`src/rtl/bcd_seven_segment.sv`:
```
// bcd_seven_segment: registered BCD to 7-segment decoder with lamp test, blanking and invalid flag
module bcd_seven_segment #(
  parameter bit ACTIVE_LOW = 1'b0
) (
  input  logic       clk,
  input  logic       rst_n,
  input  logic [3:0] bcd,
  input  logic       blank,
  input  logic       lamp_test,
  output logic [6:0] display,
  output logic       invalid
);
  localparam logic [6:0] POL = {7{ACTIVE_LOW}};
  logic [6:0] pattern, display_d, display_q;
  logic       invalid_d, invalid_q;
  always_comb begin
    case (bcd)
      4'd0:    pattern = 7'b1111110;
      4'd1:    pattern = 7'b0110000;
      4'd2:    pattern = 7'b1101101;
      4'd3:    pattern = 7'b1111001;
      4'd4:    pattern = 7'b0110011;
      4'd5:    pattern = 7'b1011011;
      4'd6:    pattern = 7'b1011111;
      4'd7:    pattern = 7'b1110000;
      4'd8:    pattern = 7'b1111111;
      4'd9:    pattern = 7'b1111011;
      default: pattern = 7'b0000000;
    endcase
    invalid_d = bcd > 4'd9;
    display_d = (lamp_test ? 7'b1111111 : blank ? 7'b0000000 : pattern) ^ POL;
  end
  always_ff @(posedge clk or negedge rst_n)
    if (!rst_n) begin
      display_q <= POL;
      invalid_q <= 1'b0;
    end else begin
      display_q <= display_d;
      invalid_q <= invalid_d;
    end
  assign display = display_q;
  assign invalid = invalid_q;
endmodule

```
`config.mk`:
```
export PLATFORM = sky130hd
export DESIGN_NAME = bcd_seven_segment
export DESIGN_NICKNAME = d
export VERILOG_FILES = /design/src/rtl/bcd_seven_segment.sv
export SDC_FILE = /design/constraint.sdc
export NUM_CORES = 1
export LEC_CHECK = 0
export CAP_MARGIN = 20
export CORE_AREA = 2 2 39 41
export DETAILED_ROUTE_END_ITERATION = 8
export DIE_AREA = 0 0 41 43
export GPL_TIMING_DRIVEN = 0
export PLACE_DENSITY = 0.61
export SLEW_MARGIN = 20
export SYNTH_ARGS = -nofsm -noshare
export SYNTH_HDL_FRONTEND = slang
export SYNTH_SLANG_ARGS = --single-unit
```
`constraint.sdc`:
```
create_clock -name clk -period 0.8 [get_ports clk]
set_input_delay 0.16 -clock clk [delete_from_list [all_inputs] [get_ports clk]]
set_output_delay 0.16 -clock clk [all_outputs]
set_load 0.01 [all_outputs]
```
== Word-level counts from Yosys, hierarchy flattened ==
Memory sizes are Yosys's and may differ from the RTL's.
Index checks and enable logic that the tools add are counted.
Operators by class
  magnitude comparators: 1
  multiplexer cells: 2
Operators by type and width (count)
  7-bit two-way mux: 2
  4-bit > comparator (second input constant): 1
Storage, ports and cells
  register bits: 8
  ROM bits: 112
  input bits: 8
  output and inout port bits: 8
  word-level logic and storage cells: 6
  memories: 1
Memories
  (name not given): depth 16, bits a word 7, read ports 1, clocked after Yosys merged registers in 0, write ports 0, RTL line 17  | case (bcd)

== Logic depth before layout (Yosys ltp) ==
An unclocked memory read counts as a cell.
  depth in word-level cells: 3
  depth in mapped cells: 5
  gate-level depth less buffers: 5

== Worst setup path after synthesis ==
No wires, ideal clock.
  kind: input-to-reg
  from: in bcd[0]
  to: reg display_q[3], in the netlist display[3]
  library setup time: 124 ps
  arrival: 925 ps
  data required time: 676 ps
  path slack: -248 ps
  cell stages on the path: 4
  buffers on the path: 0
  cell sequence: inv_1 > ha_1 > and4bb_1 > a211o_1
On the way
  longest elaborated chain between the ends: 3
RTL lines
  start: declaration: RTL line 7  | input logic [3:0] bcd,
  memory 16 x 7 bit
  7-bit two-way mux (2 in a row): RTL line 31  | display_d = (lamp_test ? 7'b1111111 : blank ? 7'b0000000 : pattern) ^ POL;
  via display_d[3]: RTL line 14  | logic [6:0] pattern, display_d, display_q;
  end signal: assignment: RTL line 38  | display_q <= display_d;
  end: declaration: RTL line 14
The timed path passes the listed nets, and every way through them passes these cells.

== Worst setup path after layout ==
  from: reg display_q[4], in the netlist display[4]
  to: out display[4]
RTL lines
  end: declaration: RTL line 10  | output logic [6:0] display,
No word-level cell between the ends.

==> impl_metrics.py <==
metrics = {
    "yosys": {
        "synth-edff-count": 0,
        "syn_area_sq_um": 455,
        "ys_warn_count": 0,
        "syn_nets": 56,
        "ys.flop_type": "dfrtp_1",
        "synthCells": 43,
        "ys_async_sr_fraction": 1.00,
        "synth.avg_cell_area_sq_um": 10.6,
        "synth-seq-cells": 8,
        "synth_cell_types": 21,
        "ys_seq_area_frac": 0.440,
    },
    "die": {
        "die_x_microns": 41,
        "placeableCoreArea_sq_um": 1380,
        "num_rows": 14,
        "die_y_microns": 43,
        "die_area_sq_um": 1760,
        "ios": 16,
        "initial_core_util": 0.329,
    },
    "power_and_ir_drop": {
        "pwr-share-seq": 0.461,
        "p_clk_frac": 0.303,
        "combPwrFrac": 0.236,
        "leakagePower_nw": 0.304,
        "p_int_mw": 0.723,
        "sw_frac_of_total": 0.248,
        "power_switching_mw": 0.238,
        "irDropWorstVdd_mv": 0.408,
        "power_density_nw_per_um2": 1460,
    },
    "timing": {
        "fmax_mhz": 1120,
        "relSlewSlack": 0.784,
        "tightest_slew_ps": 323,
        "hold_viol": 0,
        "post-route-period-util": 1.12,
        "rsz0062_at_grt": "yes",
        "min_period_ps": 896,
        "finalSetupViolCount": 9,
        "fin_ws_ps": -96.1,
        "hold_ws_ps": 173,
        "finalMaxSlewViolations": 0,
    },
    "routing": {
        "ant_nets": 0,
        "drc": 0,
        "drt_iter0_markers": 4,
        "wl_per_cell_microns": 10.1,
        "first_pass_iters": 2,
        "avgViaCountPerCell": 4.63,
        "routed_wl_microns": 767,
        "num_vias": 352,
    },
    "global_routing": {
        "grt_max_degree": 10,
        "globalRouteTotalUtil": 0.109,
        "grt_overflow_total": 0,
        "antenna_found_initial": 0,
        "grt_pass1_vias": 333,
        "grt_pass1_wl_microns": 1260,
    },
    "cts": {
        "clkSlewWorstSetupHoldPaths_ps": 50,
        "postCtsHoldBufs": 0,
        "cts-root-buf": "clkbuf_4",
        "cts.htree.levels": 1,
        "cts_sinks": 8,
        "cts_buffers": 3,
        "cts_buffer_depth": 2,
        "tritoncts": "done",
    },
    "setup_path": {
        "cp-end-kind": "primary output",
        "cp-startpoint": "display[4]",
        "required_ps": 640,
        "critPathLaunchType": "flop",
        "critPathKind": "flop to primary output",
        "critical_path.slowest_cell": "dfrtp_1",
        "critPathMaxStageDelay_ps": 360,
        "crit_path_max_fanout": 1,
        "path_cells": "buf_2",
        "crit_family": "flip-flops",
        "arrival_ps": 740,
        "path_buf_inv": 1,
    },
    "status": {
        "status": "finished with violations",
        "violations": "negative setup slack",
    },
    "cells_and_area": {
        "final_util": 0.476,
        "layout_common_cells": "dfrtp_1, buf_2, buf_6, nor2_1, clkbuf_4",
        "drive_gt1_frac": 0.400,
        "final_common_cell": "dfrtp_1",
        "fillCellCount": 146,
        "nets": 75,
        "n_antenna_cell": 0,
        "areaGrowthSynthToFinish_pct": 44.5,
    },
    "placement": {
        "io_buffers": 13,
        "dpl.hpwl_microns": 644,
        "place_congestion": 0.773,
    },
    "flow_run": {
        "drv_cap": 0,
    },
    "min_path": {
        "min_path_type": "input pin to asynchronous set/reset pin",
    },
}
routing by layer:
metal  GRT usage  part of all wire
met1       0.108              0.38
met2       0.169              0.49
met3      0.0157             0.090
met4       0.120             0.040
met5           0                 0
state kept, by name (all words and copies together) (netlist names):
register,count
invalid,1
display,7
final cells by class:
cell class	count	area, sq um	share of cell area
Clock buffer	3	22.5	0.0342
Timing Repair Buffer	14	115	0.175
Sequential cell	8	200	0.304
Buffer	2	22.5	0.0342
Tap cell	16	20.0	0.0304
Inverter	4	30.0	0.0456
Multi-Input combinational cell	29	248	0.376
power groups by stage:
stage | Combinational [mW] | Clock (mW) | Sequential, mW
after floorplan | 0.0986 | 0 | 0.466
after global placement | 0.241 | 0 | 0.447
after detailed placement | 0.242 | 0 | 0.449
after CTS | 0.216 | 0.309 | 0.441
after global routing | 0.255 | 0.320 | 0.445
final | 0.227 | 0.292 | 0.443
through the flow:
step | setup TNS (ps) | power [mW] | instances | setup WS (ps) | area (sq um)
after floorplan | -200 | 0.565 | 43 | -97.6 | 489
after global placement | -8030 | 0.688 | 72 | -943 | 639
after detailed placement | -8050 | 0.691 | 72 | -943 | 639
after CTS | -836 | 0.966 | 76 | -109 | 631
after global routing | -966 | 1.02 | 76 | -125 | 658
final | -726 | 0.962 | 76 | -96.1 | 658
cells in the mapped netlist (2+ instances only):
library cell,instances,area (sq um)
ha_1,5,62.6
a211o_1,2,17.5
nor2_1,5,18.8
dfrtp_1,8,200
o21ai_0,2,10.0
a21oi_1,2,10.0
nor2b_1,2,12.5
inv_1,4,15.0
repair_timing:
item | CTS | global route
setup buffers | 1 | 0
pin swaps | 0 | 1
gates resized for setup | 48 | 8
setup endpoints to repair | 16 | 13
cell families (layout without fill, tap and decap cells):
group,Yosys count,count (layout),synth area share
fa+ha+maj,5,5,0.137
xor+xnor,1,1,0.0192
mux,2,2,0.0467
buf+inv,6,23,0.0687
compound gates,10,10,0.140
simple gates,11,11,0.148
flops,8,8,0.440
worst paths after layout:
| path | end | slack [ps] | cells after the start |
|---|---|---|---|
| max | display[4] | -100 | 1 |
| min | display[2] | 170 | 1 |
| min in group clk | invalid | 180 | 3 |
| max in group asynchronous | display[4] | 390 | 1 |
Note: power is estimated with default switching activity, not from simulation.
